[src/rtl/uart_wb_bridge.sv]
// Wishbone (classic, 32-bit) slave front-end for the UART register file.
// Turns each bus cycle into exactly one byte-wide register strobe and returns
// the register file's registered read byte on the selected lane.
module uart_wb_bridge #(
  parameter int unsigned ADDR_WIDTH = 3
) (
  input  logic                  clk,
  input  logic                  wb_rst_i,
  input  logic                  wb_cyc_i,
  input  logic                  wb_stb_i,
  input  logic                  wb_we_i,
  input  logic [ADDR_WIDTH-1:0] wb_adr_i,
  input  logic [3:0]            wb_sel_i,
  input  logic [31:0]           wb_dat_i,
  output logic [31:0]           wb_dat_o,
  output logic                  wb_ack_o,
  output logic                  wb_err_o,
  output logic [ADDR_WIDTH-1:0] reg_addr_o,
  output logic [7:0]            reg_dat_o,
  input  logic [7:0]            reg_dat_i,
  output logic                  reg_we_o,
  output logic                  reg_re_o
);

  typedef enum logic [2:0] {
    IDLE,
    W_STB,
    R_STB,
    R_WAIT,
    ACK,
    ERR
  } state_t;

  state_t                  state;
  state_t                  state_nxt;
  logic [31:0]             dat_nxt;
  logic                    ack_nxt;
  logic                    err_nxt;
  logic                    we_nxt;
  logic                    re_nxt;
  logic [ADDR_WIDTH-1:0]   addr_nxt;
  logic [7:0]              wdat_nxt;
  logic                    sel_onehot;
  logic [1:0]              lane;

  // Decode the byte-lane select into a lane index and a one-hot validity flag.
  always_comb begin
    sel_onehot = (wb_sel_i != 4'b0000) && ((wb_sel_i & (wb_sel_i - 4'd1)) == 4'b0000);
    case (wb_sel_i)
      4'b0010: lane = 2'd1;
      4'b0100: lane = 2'd2;
      4'b1000: lane = 2'd3;
      default: lane = 2'd0;
    endcase
  end

  // Next-state and next-output logic. Outputs are computed for the state being
  // entered so that the registered outputs line up with the state they belong to.
  always_comb begin
    state_nxt = state;
    dat_nxt   = '0;
    ack_nxt   = 1'b0;
    err_nxt   = 1'b0;
    we_nxt    = 1'b0;
    re_nxt    = 1'b0;
    addr_nxt  = reg_addr_o;
    wdat_nxt  = reg_dat_o;
    case (state)
      IDLE: begin
        if (wb_cyc_i && wb_stb_i) begin
          if (sel_onehot) begin
            // Word address from the bus, low two bits replaced by the lane.
            addr_nxt      = wb_adr_i;
            addr_nxt[1:0] = lane;
            if (wb_we_i) begin
              wdat_nxt  = wb_dat_i[{lane, 3'b000} +: 8];
              we_nxt    = 1'b1;
              state_nxt = W_STB;
            end else begin
              re_nxt    = 1'b1;
              state_nxt = R_STB;
            end
          end else begin
            err_nxt   = 1'b1;
            state_nxt = ERR;
          end
        end
      end
      W_STB: begin
        if (wb_cyc_i) begin
          ack_nxt   = 1'b1;
          state_nxt = ACK;
        end else begin
          state_nxt = IDLE;
        end
      end
      R_STB: begin
        state_nxt = wb_cyc_i ? R_WAIT : IDLE;
      end
      R_WAIT: begin
        if (wb_cyc_i) begin
          // The lane index is still held in the low address bits.
          dat_nxt[{reg_addr_o[1:0], 3'b000} +: 8] = reg_dat_i;
          ack_nxt   = 1'b1;
          state_nxt = ACK;
        end else begin
          state_nxt = IDLE;
        end
      end
      ACK:     state_nxt = IDLE;
      ERR:     state_nxt = IDLE;
      default: state_nxt = IDLE;
    endcase
  end

  // State and registered outputs, with synchronous active-low reset.
  always_ff @(posedge clk) begin
    if (!wb_rst_i) begin
      state      <= IDLE;
      wb_dat_o   <= '0;
      wb_ack_o   <= 1'b0;
      wb_err_o   <= 1'b0;
      reg_addr_o <= '0;
      reg_dat_o  <= '0;
      reg_we_o   <= 1'b0;
      reg_re_o   <= 1'b0;
    end else begin
      state      <= state_nxt;
      wb_dat_o   <= dat_nxt;
      wb_ack_o   <= ack_nxt;
      wb_err_o   <= err_nxt;
      reg_addr_o <= addr_nxt;
      reg_dat_o  <= wdat_nxt;
      reg_we_o   <= we_nxt;
      reg_re_o   <= re_nxt;
    end
  end

endmodule

[config.mk]
export PLATFORM = sky130hd
export DESIGN_NAME = uart_wb_bridge
export DESIGN_NICKNAME = d
export VERILOG_FILES = /design/src/rtl/uart_wb_bridge.sv
export SDC_FILE = /design/constraint.sdc
export NUM_CORES = 1
export LEC_CHECK = 0
export ABC_CLOCK_PERIOD_IN_PS = 3700
export BUFFER_PORTS_ARGS = -buffer_cell sky130_fd_sc_hd__buf_4
export CORE_MARGIN = 4
export CORE_UTILIZATION = 45
export CTS_BUF_LIST = sky130_fd_sc_hd__clkbuf_4 sky130_fd_sc_hd__clkbuf_8
export DETAILED_ROUTE_END_ITERATION = 7
export GPL_TIMING_DRIVEN = 0
export PLACE_DENSITY = 0.8
export SYNTH_ARGS = -nofsm -noshare
export SYNTH_HDL_FRONTEND = slang
export SYNTH_SLANG_ARGS = --single-unit
export TNS_END_PERCENT = 50
[constraint.sdc]
create_clock -name clk -period 3.7 [get_ports clk]
set_clock_uncertainty 0.05 [all_clocks]
set_input_delay 0.74 -clock clk [delete_from_list [all_inputs] [get_ports clk]]
set_output_delay 0.74 -clock clk [all_outputs]
set_load 0.05 [all_outputs]
==> out/results.tsv <==
stage	metric	value	unit
min_path	Worst Hold Depth	2	
timing	Worst Tran Pin Value	0.4969	ns
synth	Async SR Flop Fraction	0	%
finish	ant diodes	0	
die	die width	72.52	um
critical_path	Slowest cell on crit path	mux4_1	
timing	endpoints failing hold	0	
clock_tree	Post CTS Setup Buffer Count	0	
route	DR WL met2	1.883	mm
die	Die Height	72.52	um
synth	largest area contributor in the netlist	dfxtp_1	
critical_path	Buf/Inv on CP	2	
critical_path	Crit. End Element	flip-flop	
global_route	GRT Total Usage	16.32	%
clock_tree	CTS Buffer Depth	2	
critical_path	Largest stage delay, worst path	0.55	ns
synth	Yosys reg bits	50	
global_route	first-pass GRT wire length	6.658	mm
clock_tree	CTS tree	built	
critical_path	RR Endpoint	wb_dat_o[21]$_SDFF_PN0_	
timing	Max Fclk	497.2	MHz
min_path	min-delay src	state[0]$_SDFFE_PN0P_	
synth	top cells by area, synth	dfxtp_1, mux4_1, and2_1	
clock_tree	CTS Hold Buffers Added	0	
timing	setup repair after global routing missed its margin	false	
route	met3 wire length	608	um
clock_tree	cell chosen for the clock root	clkbuf_8	
synth	syn nets	206	
critical_path	CP Depth	6	
die	core region area	4000	um2
critical_path	WS Path Type	in -> reg	
route	drt drc	0	
clock_tree	Clock Latency Late Sink	0.30	ns
global_route	total grt overflow	0	
route	DR vias/cell	4.810	
finish	fillcell total	329	
global_route	vias in the first global route	1493	
global_route	initial antenna violation count	0	
critical_path	arrival time at the worst endpoint	2.15	ns
place	placed inst area	2656	um2
synth	top_reg_cell synth	dfxtp_1	
timing	Max-slew headroom	66.75	%
route	WL met1	1.635	mm
synth	Yosys cell types	30	
die	Starting Density	46.83	%
synth	Synth Area per Inst	12.49	um2
min_path	hold crit path type	reg -> reg	
min_path	Hold EP	wb_ack_o$_SDFF_PN0_	
clock_tree	H-tree Lvls	2	
critical_path	Reg2Reg Launch Point	reg_addr_o[0]$_SDFFE_PN0P_	
route	Routed Antenna Nets	0	
critical_path	Register-to-Register Setup Slack	1.80	ns
power_and_ir_drop	PD cells	368.7	nW/um2
synth	area fraction of the dominant cell type after synthesis	53.44	%
clock_tree	CTS clk-pin slew, worst paths	0.09	ns
route	via count	1467	
synth	Synth Instances	150	
route	uppermost layer routed	met4	
timing	period utilisation layout	54.35	%
route	drt total wl	4.194	mm
power_and_ir_drop	VDD IR-drop max	0.0001852	V
synth	Ys Warns	0	
die	die area	5258	um2
power_and_ir_drop	Lkg Pwr	1.302	nW
timing	Final Max Slew Viols	0	
route	1st-iter DRT viols	43	
power_and_ir_drop	Total Power	1.023	mW
critical_path	worst path cell trace	buf_4 > xnor2_1 > nor3_2 > buf_6 > mux4_1 > a22o_1	
critical_path	critical path peak fanout	10	
synth	Seq/Total Area, Yosys	53.44	%
finish	Design Area, Final	2774	um2
route	first-pass iteration count of the detailed router	4	
place	global placement routability congestion	0.7428	
status	status	completed	
run	max-cap viol count	0	
die	floorplan row count	23	
timing	Final min period	2.011	ns
timing	WHS	0.4318	ns
global_route	largest net degree at the start of global routing	17	
critical_path	startpoint types	primary input	
critical_path	Crit path max-delay family	multiplexers	
clock_tree	post-CTS sizing	0	
die	Ports	99	
place	HPWL after DPL	3.264	mm
synth	Mapped Area	1873	um2
finish	share of cells above drive strength 1	44.71	%
finish	Final Net Count	310	
finish	most frequent cells in the layout	buf_4, dfxtp_1, and2_1	
critical_path	CP required	3.84	ns
finish	commonest non-fill, non-tap cell in the layout	buf_4	
finish	Layout Cells excl Fill	305	
timing	Final TNS setup	0	ns
synth	Post-synth EDFFs	0	
clock_tree	CTS Buf Count	5	
place	# port buffers	96	
route	routed length per instance	13.75	um
critical_path	worst reg-to-reg path cell count	6	
timing	Setup-failing EPs final	0	
clock_tree	clock sink total	50	
finish	Layout area overhead	48.10	%
place	DP Cell Count	296	
[worst max path at each step]
stage                                     startpoint                        end  slack (ns)
after floorplan                          wb_sel_i[2]  reg_dat_o[7]$_SDFFE_PN0P_        1.60
after global placement                      wb_rst_i     wb_dat_o[3]$_SDFF_PN0_        1.29
after detailed placement                    wb_rst_i     wb_dat_o[7]$_SDFF_PN0_        1.30
after CTS                 reg_addr_o[0]$_SDFFE_PN0P_     wb_dat_o[7]$_SDFF_PN0_        1.39
after global routing      reg_addr_o[0]$_SDFFE_PN0P_     wb_dat_o[4]$_SDFF_PN0_        1.52
final                                    wb_sel_i[3]  reg_dat_o[7]$_SDFFE_PN0P_        1.69
[cells in the mapped netlist (2+ instances only)]
master,n
a22o_1,8
or3_1,2
a21oi_1,2
nor4b_1,2
buf_6,4
xnor2_1,2
nand2_1,5
nor3_1,2
mux2i_1,3
dfxtp_1,50
and2_1,33
mux4_1,8
ha_1,4
nor2_1,5
nor2b_1,2
inv_1,4
[cell type report]
class | instances | area [um2] | share of cell area (%)
sequential | 50 | 1001 | 36.08
timing repair buffer | 97 | 725.7 | 26.16
buffer | 4 | 45.04 | 1.624
multi-input combinational | 92 | 812.0 | 29.27
clock inverter | 3 | 43.79 | 1.579
tap | 50 | 62.56 | 2.255
inverter | 4 | 15.01 | 0.5413
clock buffer | 5 | 68.82 | 2.481
[layer usage]
metal,global-route usage (%),up-vias
li1,-,734
met1,18.67,636
met2,26.79,90
met3,6.925,7
met4,6.762,0
met5,0,-
[where the power goes]
part	internal, mW	switching [mW]	leakage (nW)
Combinational	0.0603	0.0375	0.840
Sequential	0.541	0.00261	0.403
Clock	0.203	0.178	0.0585
[cells by family after synthesis]
group                    count (synthesis)  synth area share, %
AND/OR/NAND/NOR                         62                21.24
flip-flops                              50                53.44
AO/OA/AOI/OAI                           13                5.678
multiplexers                            11                12.83
buffers and inverters                    8                3.206
adder cells (fa/ha/maj)                  4                2.672
XOR/XNOR                                 2               0.9354
[flip-flops by register name (all words and copies together), names as in the netlist]
register	count
reg_addr_o	3
wb_ack_o	1
wb_err_o	1
reg_re_o	1
wb_dat_o	32
state	3
reg_dat_o	8
reg_we_o	1
[worst register-to-register path, cell delays in order, from the launching register on]
cell     delay [ns]
dfxtp_1        0.46
inv_1          0.14
ha_1           0.23
nor3_1         0.21
nand2_1        0.12
nor3b_2        0.45
and2_1         0.20
[stage by stage]
| step | worst slack [ns] | utilization [%] |
|---|---|---|
| after detailed placement | 1.300 | 66.41 |
| final | 1.689 | 69.35 |
| after global routing | 1.522 | 69.35 |
| after floorplan | 1.602 | - |
| after CTS | 1.386 | 69.22 |
| after global placement | 1.288 | 66.41 |
No activity file was read; power rests on OpenSTA's default activity.
